===== src/rtl/adf_spi_queue.sv =====
// ---------------------------------------------------------------------------
// adf_spi_queue
//
// SPI programmer for ADF-family PLL/synthesiser chips. 16-bit host writes are
// assembled into WORD_W-bit register words and queued, each tagged with a
// target chip select. Queued words are shifted out MSB-first on a shared
// SCLK/DIN pair. Each word gets its own active-low chip-select frame.
//
// Ports
//   clk_100M   sole clock, rising edge
//   clrn       asynchronous active-low reset
//   data       host write data (BUS_W)
//   wr_l       strobe: data -> low holding register
//   wr_h       strobe: push {data, lo} (truncated to WORD_W) with cs_sel
//   wr_ctl     strobe: data[0] soft clear, data[CSW+3:4] cs_sel
//   adf_cs_n   per-device chip selects, active low
//   adf_sclk   SPI clock, idles low
//   adf_din    SPI data, changes only while sclk is low
//   busy       FSM outside IDLE
//   done       one-cycle pulse on the last cycle of each word
//   fifo_cnt   queued words
//   fifo_full  fifo_cnt == DEPTH
//   ovf        sticky: a push was dropped because the queue was full
// ---------------------------------------------------------------------------
module adf_spi_queue #(
    parameter int BUS_W   = 16,
    parameter int WORD_W  = 32,
    parameter int DEPTH   = 4,
    parameter int NUM_CS  = 2,
    parameter int CLK_DIV = 25
) (
    input  logic                         clk_100M,
    input  logic                         clrn,
    input  logic [BUS_W-1:0]             data,
    input  logic                         wr_l,
    input  logic                         wr_h,
    input  logic                         wr_ctl,
    output logic [NUM_CS-1:0]            adf_cs_n,
    output logic                         adf_sclk,
    output logic                         adf_din,
    output logic                         busy,
    output logic                         done,
    output logic [$clog2(DEPTH+1)-1:0]   fifo_cnt,
    output logic                         fifo_full,
    output logic                         ovf
);

    localparam int CSW   = (NUM_CS > 1) ? $clog2(NUM_CS) : 1;
    localparam int CNT_W = $clog2(DEPTH + 1);
    localparam int PTR_W = $clog2(DEPTH);
    localparam int BIT_W = $clog2(WORD_W);
    localparam int TMR_W = (CLK_DIV > 1) ? $clog2(CLK_DIV) : 1;
    localparam int ENT_W = CSW + WORD_W;

    localparam logic [TMR_W-1:0] TMR_LAST = TMR_W'(CLK_DIV - 1);
    localparam logic [BIT_W-1:0] BIT_LAST = BIT_W'(WORD_W - 1);
    localparam logic [CNT_W-1:0] CNT_FULL = CNT_W'(DEPTH);

    typedef enum logic [2:0] {
        S_IDLE,
        S_LEAD,
        S_HIGH,
        S_LOW,
        S_TAIL,
        S_GAP
    } state_t;

    // ---------------- registers ----------------
    logic [BUS_W-1:0]  lo_q, lo_d;
    logic [CSW-1:0]    cs_sel_q, cs_sel_d;
    logic [PTR_W-1:0]  wr_ptr_q, wr_ptr_d;
    logic [PTR_W-1:0]  rd_ptr_q, rd_ptr_d;
    logic [CNT_W-1:0]  cnt_q, cnt_d;
    logic              ovf_q, ovf_d;
    state_t            state_q, state_d;
    logic [TMR_W-1:0]  tmr_q, tmr_d;
    logic [BIT_W-1:0]  bit_q, bit_d;
    logic [WORD_W-1:0] shift_q, shift_d;
    logic [CSW-1:0]    cur_cs_q, cur_cs_d;

    logic [ENT_W-1:0]  mem_q [DEPTH];

    // ---------------- combinational helpers ----------------
    logic                 soft_clr;
    logic                 pop;
    logic                 push_ok;
    logic                 full;
    logic [2*BUS_W-1:0]   push_word;
    logic [ENT_W-1:0]     push_entry;
    logic [ENT_W-1:0]     rd_entry;
    logic                 tmr_last;
    logic                 frame_active;

    assign soft_clr   = wr_ctl & data[0];
    assign full       = (cnt_q == CNT_FULL);
    assign push_word  = {data, lo_q};
    assign push_entry = {cs_sel_q, push_word[WORD_W-1:0]};
    assign rd_entry   = mem_q[rd_ptr_q];
    assign tmr_last   = (tmr_q == TMR_LAST);

    // ---------------- host side and queue bookkeeping ----------------
    always_comb begin
        lo_d     = wr_l ? data : lo_q;
        cs_sel_d = wr_ctl ? data[CSW+3:4] : cs_sel_q;
        wr_ptr_d = wr_ptr_q;
        rd_ptr_d = rd_ptr_q;
        cnt_d    = cnt_q;
        ovf_d    = ovf_q;

        // A full queue still accepts a push when a pop frees a slot this cycle.
        push_ok = wr_h && !soft_clr && (!full || pop);

        if (push_ok) begin
            wr_ptr_d = wr_ptr_q + PTR_W'(1);
        end
        if (pop) begin
            rd_ptr_d = rd_ptr_q + PTR_W'(1);
        end
        case ({push_ok, pop})
            2'b10:   cnt_d = cnt_q + CNT_W'(1);
            2'b01:   cnt_d = cnt_q - CNT_W'(1);
            default: cnt_d = cnt_q;
        endcase
        if (wr_h && full && !pop) begin
            ovf_d = 1'b1;
        end

        // Clear beats a simultaneous push, which is then dropped silently.
        if (soft_clr) begin
            wr_ptr_d = '0;
            rd_ptr_d = '0;
            cnt_d    = '0;
            ovf_d    = 1'b0;
        end
    end

    // Queue storage carries no reset: its contents are meaningless while
    // cnt_q is zero.
    always_ff @(posedge clk_100M) begin
        if (push_ok) begin
            mem_q[wr_ptr_q] <= push_entry;
        end
    end

    // ---------------- shifter FSM ----------------
    always_comb begin
        state_d  = state_q;
        tmr_d    = tmr_last ? '0 : tmr_q + TMR_W'(1);
        bit_d    = bit_q;
        shift_d  = shift_q;
        cur_cs_d = cur_cs_q;
        pop      = 1'b0;
        done     = 1'b0;

        case (state_q)
            S_IDLE: begin
                tmr_d = '0;
                if (cnt_q != '0) begin
                    pop      = 1'b1;
                    shift_d  = rd_entry[WORD_W-1:0];
                    cur_cs_d = rd_entry[ENT_W-1:WORD_W];
                    bit_d    = BIT_LAST;
                    state_d  = S_LEAD;
                end
            end
            S_LEAD: begin
                if (tmr_last) begin
                    state_d = S_HIGH;
                end
            end
            S_HIGH: begin
                if (tmr_last) begin
                    if (bit_q == '0) begin
                        state_d = S_TAIL;
                    end else begin
                        // Shift as LOW is entered so din settles while sclk is low.
                        shift_d = {shift_q[WORD_W-2:0], 1'b0};
                        bit_d   = bit_q - BIT_W'(1);
                        state_d = S_LOW;
                    end
                end
            end
            S_LOW: begin
                if (tmr_last) begin
                    state_d = S_HIGH;
                end
            end
            S_TAIL: begin
                if (tmr_last) begin
                    state_d = S_GAP;
                end
            end
            S_GAP: begin
                if (tmr_last) begin
                    done    = 1'b1;
                    state_d = S_IDLE;
                end
            end
            default: begin
                state_d = S_IDLE;
            end
        endcase

        if (soft_clr) begin
            state_d = S_IDLE;
            tmr_d   = '0;
            pop     = 1'b0;
            done    = 1'b0;
        end
    end

    always_ff @(posedge clk_100M or negedge clrn) begin
        if (!clrn) begin
            lo_q     <= '0;
            cs_sel_q <= '0;
            wr_ptr_q <= '0;
            rd_ptr_q <= '0;
            cnt_q    <= '0;
            ovf_q    <= 1'b0;
            state_q  <= S_IDLE;
            tmr_q    <= '0;
            bit_q    <= '0;
            shift_q  <= '0;
            cur_cs_q <= '0;
        end else begin
            lo_q     <= lo_d;
            cs_sel_q <= cs_sel_d;
            wr_ptr_q <= wr_ptr_d;
            rd_ptr_q <= rd_ptr_d;
            cnt_q    <= cnt_d;
            ovf_q    <= ovf_d;
            state_q  <= state_d;
            tmr_q    <= tmr_d;
            bit_q    <= bit_d;
            shift_q  <= shift_d;
            cur_cs_q <= cur_cs_d;
        end
    end

    // ---------------- outputs ----------------
    // Pin outputs decode straight from the state register so an asynchronous
    // reset or a soft clear drives them to idle levels without extra latency.
    assign frame_active = (state_q == S_LEAD) || (state_q == S_HIGH) ||
                          (state_q == S_LOW)  || (state_q == S_TAIL);
    assign adf_sclk     = (state_q == S_HIGH);
    assign adf_din      = frame_active & shift_q[WORD_W-1];
    assign busy         = (state_q != S_IDLE);
    assign fifo_cnt     = cnt_q;
    assign fifo_full    = full;
    assign ovf          = ovf_q;

    // A cs_sel value with no matching index leaves every select high.
    generate
        for (genvar gi = 0; gi < NUM_CS; gi++) begin : g_cs
            assign adf_cs_n[gi] = !(frame_active && (cur_cs_q == CSW'(gi)));
        end
    endgenerate

endmodule


===== config.mk =====
export PLATFORM = sky130hd
export DESIGN_NAME = adf_spi_queue
export DESIGN_NICKNAME = d
export VERILOG_FILES = /design/src/rtl/adf_spi_queue.sv
export SDC_FILE = /design/constraint.sdc
export NUM_CORES = 1
export LEC_CHECK = 0
export ABC_AREA = 1
export BUFFER_PORTS_ARGS = -buffer_cell sky130_fd_sc_hd__buf_2
export CORE_UTILIZATION = 51
export CTS_BUF_LIST = sky130_fd_sc_hd__clkbuf_2
export DETAILED_ROUTE_END_ITERATION = 10
export HOLD_SLACK_MARGIN = 0.05
export PLACE_DENSITY = 0.68
export SYNTH_ARGS = -nofsm -noshare
export SYNTH_HDL_FRONTEND = slang
export SYNTH_SLANG_ARGS = --single-unit

===== constraint.sdc =====
create_clock -name clk_100M -period 7.6 [get_ports clk_100M]
set_input_delay 0.76 -clock clk_100M [delete_from_list [all_inputs] [get_ports clk_100M]]
set_output_delay 0.76 -clock clk_100M [all_outputs]
set_load 0.01 [all_outputs]

==> out/results.txt <==
outcome -> complete, no violations
Syn Std Cell Area -> 8430 µm²
Mean Syn Cell Area -> 11.0 µm²
total of warnings raised by yosys -> 0
critical path's slowest cell -> buf_4
Die ar. -> 17100 µm²
routed wire length per instance -> 15.9 µm
DP Wirelength -> 9440 µm
Placed Area -> 8740 µm²
Routed WL -> 17000 µm
M1 WL -> 7260 µm
pin count of the biggest net entering global routing -> 72
Place WS -> 4.17 ns
I/O pin cnt -> 32
met2 wire len -> 8450 µm
CTS tree -> yes
Pwr Total -> 3.47 mW
worst relative slew slack -> 23.5%
VDD IR max -> 0.000161 V
Vias/cell -> 5.28
Hold Path Class -> in -> async
clk sinks -> 203
Buf/Inv on CP -> 4
Worst setup EP type -> output pin
synthesized flop and latch total -> 203
Top Layer Used -> met4
Max Clock Freq -> 335 MHz
area delta synth->final -> 9.93%
synthesized net count -> 796
post-CTS setup buffer count -> 0
first-pass GRT wire length -> 27500 µm
# nets final -> 843
R2R Path End -> shift_q[3]
fraction of layout cells with a size suffix above 1 -> 16.7%
Critical Path RT -> 6.84 ns
hold_buf cts -> 0
critical path fanouts, max -> 67
flop-to-flop setup slack -> 5.06 ns
Total Negative Setup Slacks -> 0 ns
CP Class -> reg -> out
non-filler cells, final -> 1067
max-capacitance violation count -> 0
placed insts -> 979
Worst R2R Start -> rd_ptr_q[0]
Reg clk slew, reported paths -> 0.11 ns
Power Dens Cells -> 374 nW/µm²
Post-Synthesis Cells -> 766
leakage power -> 3.86 nW
Slew Viols, Final -> 0
Root Driver -> clkbuf_2
worst path arrival time -> 2.23 ns
Core Box Area -> 16000 µm²
gr ovfl total -> 0
CP Launch Type -> flop
clk_lat worst skew -> 0.82 ns
period utilization -> 39.3%
Worst Tran Pin Value -> 1.15 ns
# resized after CTS -> 0
vias -> 5633
worst path cell trace -> inv_1, nand3_2, buf_4, inv_2, buf_2
Initial Utilization -> 52.7%
fin area -> 9270 µm²
Die Span Y -> 131 µm
minimum clock period -> 2.99 ns
Netlist cell types -> 30
Hold Fails Final Rpt -> 0
gr usage total -> 21.4%
delay of the slowest critical-path stage -> 0.56 ns
Iter 0 DRT Violations -> 374
initial antenna violation count -> 1
clock skew -> 0.0698 ns
RSZ-0062 raised after global routing -> no
WL met3 -> 942 µm
Post-DRT Antenna Nets -> 0
path depth of the worst reg2reg path -> 8
vias in the first global route -> 5547
die width -> 131 µm
RD Place Congestion -> 0.798
port bufs -> 31
Worst path top cell family by delay -> buffers and inverters
DRC errors left -> 0
Setup Viol. Count Final -> 0
register area share after synthesis -> 68.1%
H-tree levels -> 2
row count -> 46
total CTS buffers -> 48
first-pass iteration count of the detailed router -> 6
setup slack after layout -> 4.61 ns
Longest Clk Path Bufs -> 3
==> final cells by class <==
| cell class | instances | area, µm² |
|---|---|---|
| sequential | 203 | 5740 |
| multi-input combinational | 459 | 2290 |
| antenna | 1 | 2.50 |
| clock inverter | 22 | 196 |
| tap | 216 | 270 |
| timing repair buffer | 36 | 195 |
| fill | 1392 | 6730 |
| inverter | 65 | 245 |
| clock buffer | 65 | 325 |
==> report_power, final <==
| part | switching, mW | leakage, nW | internal (mW) | total [mW] |
|---|---|---|---|---|
| sequential | 0.0868 | 2.07 | 1.43 | 1.51 |
| clock | 0.430 | 0.365 | 0.373 | 0.802 |
| combinational | 0.809 | 1.42 | 0.341 | 1.15 |
| total | 1.33 | 3.86 | 2.14 | 3.47 |
==> cell usage in the layout (no fill, tap or decap), types with 2 or more instances in the layout <==
cell type  Yosys  final
nand3_1      108    108
edfxtp_1     132    132
mux2_2        17     17
inv_1         61     60
ha_1           8      8
nand2_2        2      2
clkinv_1       1     13
xnor2_1        3      3
a21oi_1        3      3
inv_2          2      4
clkinv_2       1      5
bufinv_16      0      4
clkbuf_2       0     65
xor2_1         3      3
nand2_1      191    191
o21ai_0       80     80
nor2_4         1      5
buf_4          0      6
nor2_1        28     24
o21ai_1        4      4
buf_2         18     30
nor3_1         2      2
o22ai_1        2      2
dfrtp_1       71     70
nand4_1        2      2
==> kinds of logic after synthesis <==
| logic type | share of synthesized area (%) |
|---|---|
| and+or+nand+nor | 16.8 |
| DFF | 68.1 |
| buffers and inverters | 5.09 |
| AOI/OAI and AO/OA | 5.68 |
| muxes | 2.27 |
| adders and majority gates | 1.42 |
| xor gates and xnor gates | 0.623 |
==> cells in the mapped netlist (all sizes together) <==
master | n | area [µm²]
mux2 | 17 | 191
clkbuf | 18 | 67.6
dfrtp | 71 | 1780
edfxtp | 132 | 3960
xor2 | 3 | 26.3
o21a | 1 | 7.51
xnor2 | 3 | 26.3
buf | 21 | 116
nand4 | 2 | 12.5
a21oi | 4 | 31.3
nor2 | 29 | 116
fa | 1 | 20.0
inv | 63 | 236
nor3 | 2 | 10.0
o22ai | 2 | 12.5
ha | 8 | 100
nand2 | 193 | 729
o21ai | 84 | 420
nand3 | 109 | 551
clkinv | 2 | 8.75
a22oi | 1 | 7.51
==> metrics by stage <==
stage | hold WS [ns] | utilization [%]
after floorplan | 0.452 | -
after global placement | 0.478 | 54.7
after detailed placement | 0.480 | 54.7
after CTS | 0.0991 | 57.9
after global routing | 0.112 | 57.9
final | 0.0930 | 57.9
==> registers in the layout, indices dropped and copies added (netlist names), 3 cells and up <==
name and cells:
bit_q 5, fifo_cnt 3, lo_q 16, mem_q 132, shift_q 32, state_q 3, tmr_q 5
==> worst reg2reg max path: stages (launching register included) <==
cell and delay, ns:
dfrtp_2 0.36, buf_4 0.58, inv_2 0.66, nand2_1 0.24, nand3_1 0.09, nand3_1 0.16, o21ai_0 0.11, nand2_1 0.10
o21ai_0 0.10
==> worst max path at each step <==
stage / from / end / slack (ns) / cells after the start
CTS: state_q[0] / adf_sclk / 4.52 / 5
detailed placement: data[0] / mem_q[0][19] / 4.17 / 6
global placement: data[0] / mem_q[0][18] / 4.27 / 6
finish: state_q[0] / adf_sclk / 4.61 / 5
global route: state_q[0] / adf_sclk / 4.40 / 5
floorplan: wr_ctl / mem_q[0][0] / 4.51 / 5
==> metal layers <==
metal  global-route usage, %  vias up
met3                    5.05       36
met2                    36.0      153
met1                    26.6     2723
li1                        -     2721
met5                       0        -
met4                    8.72        0
Note: power is estimated with default switching activity, not from simulation.
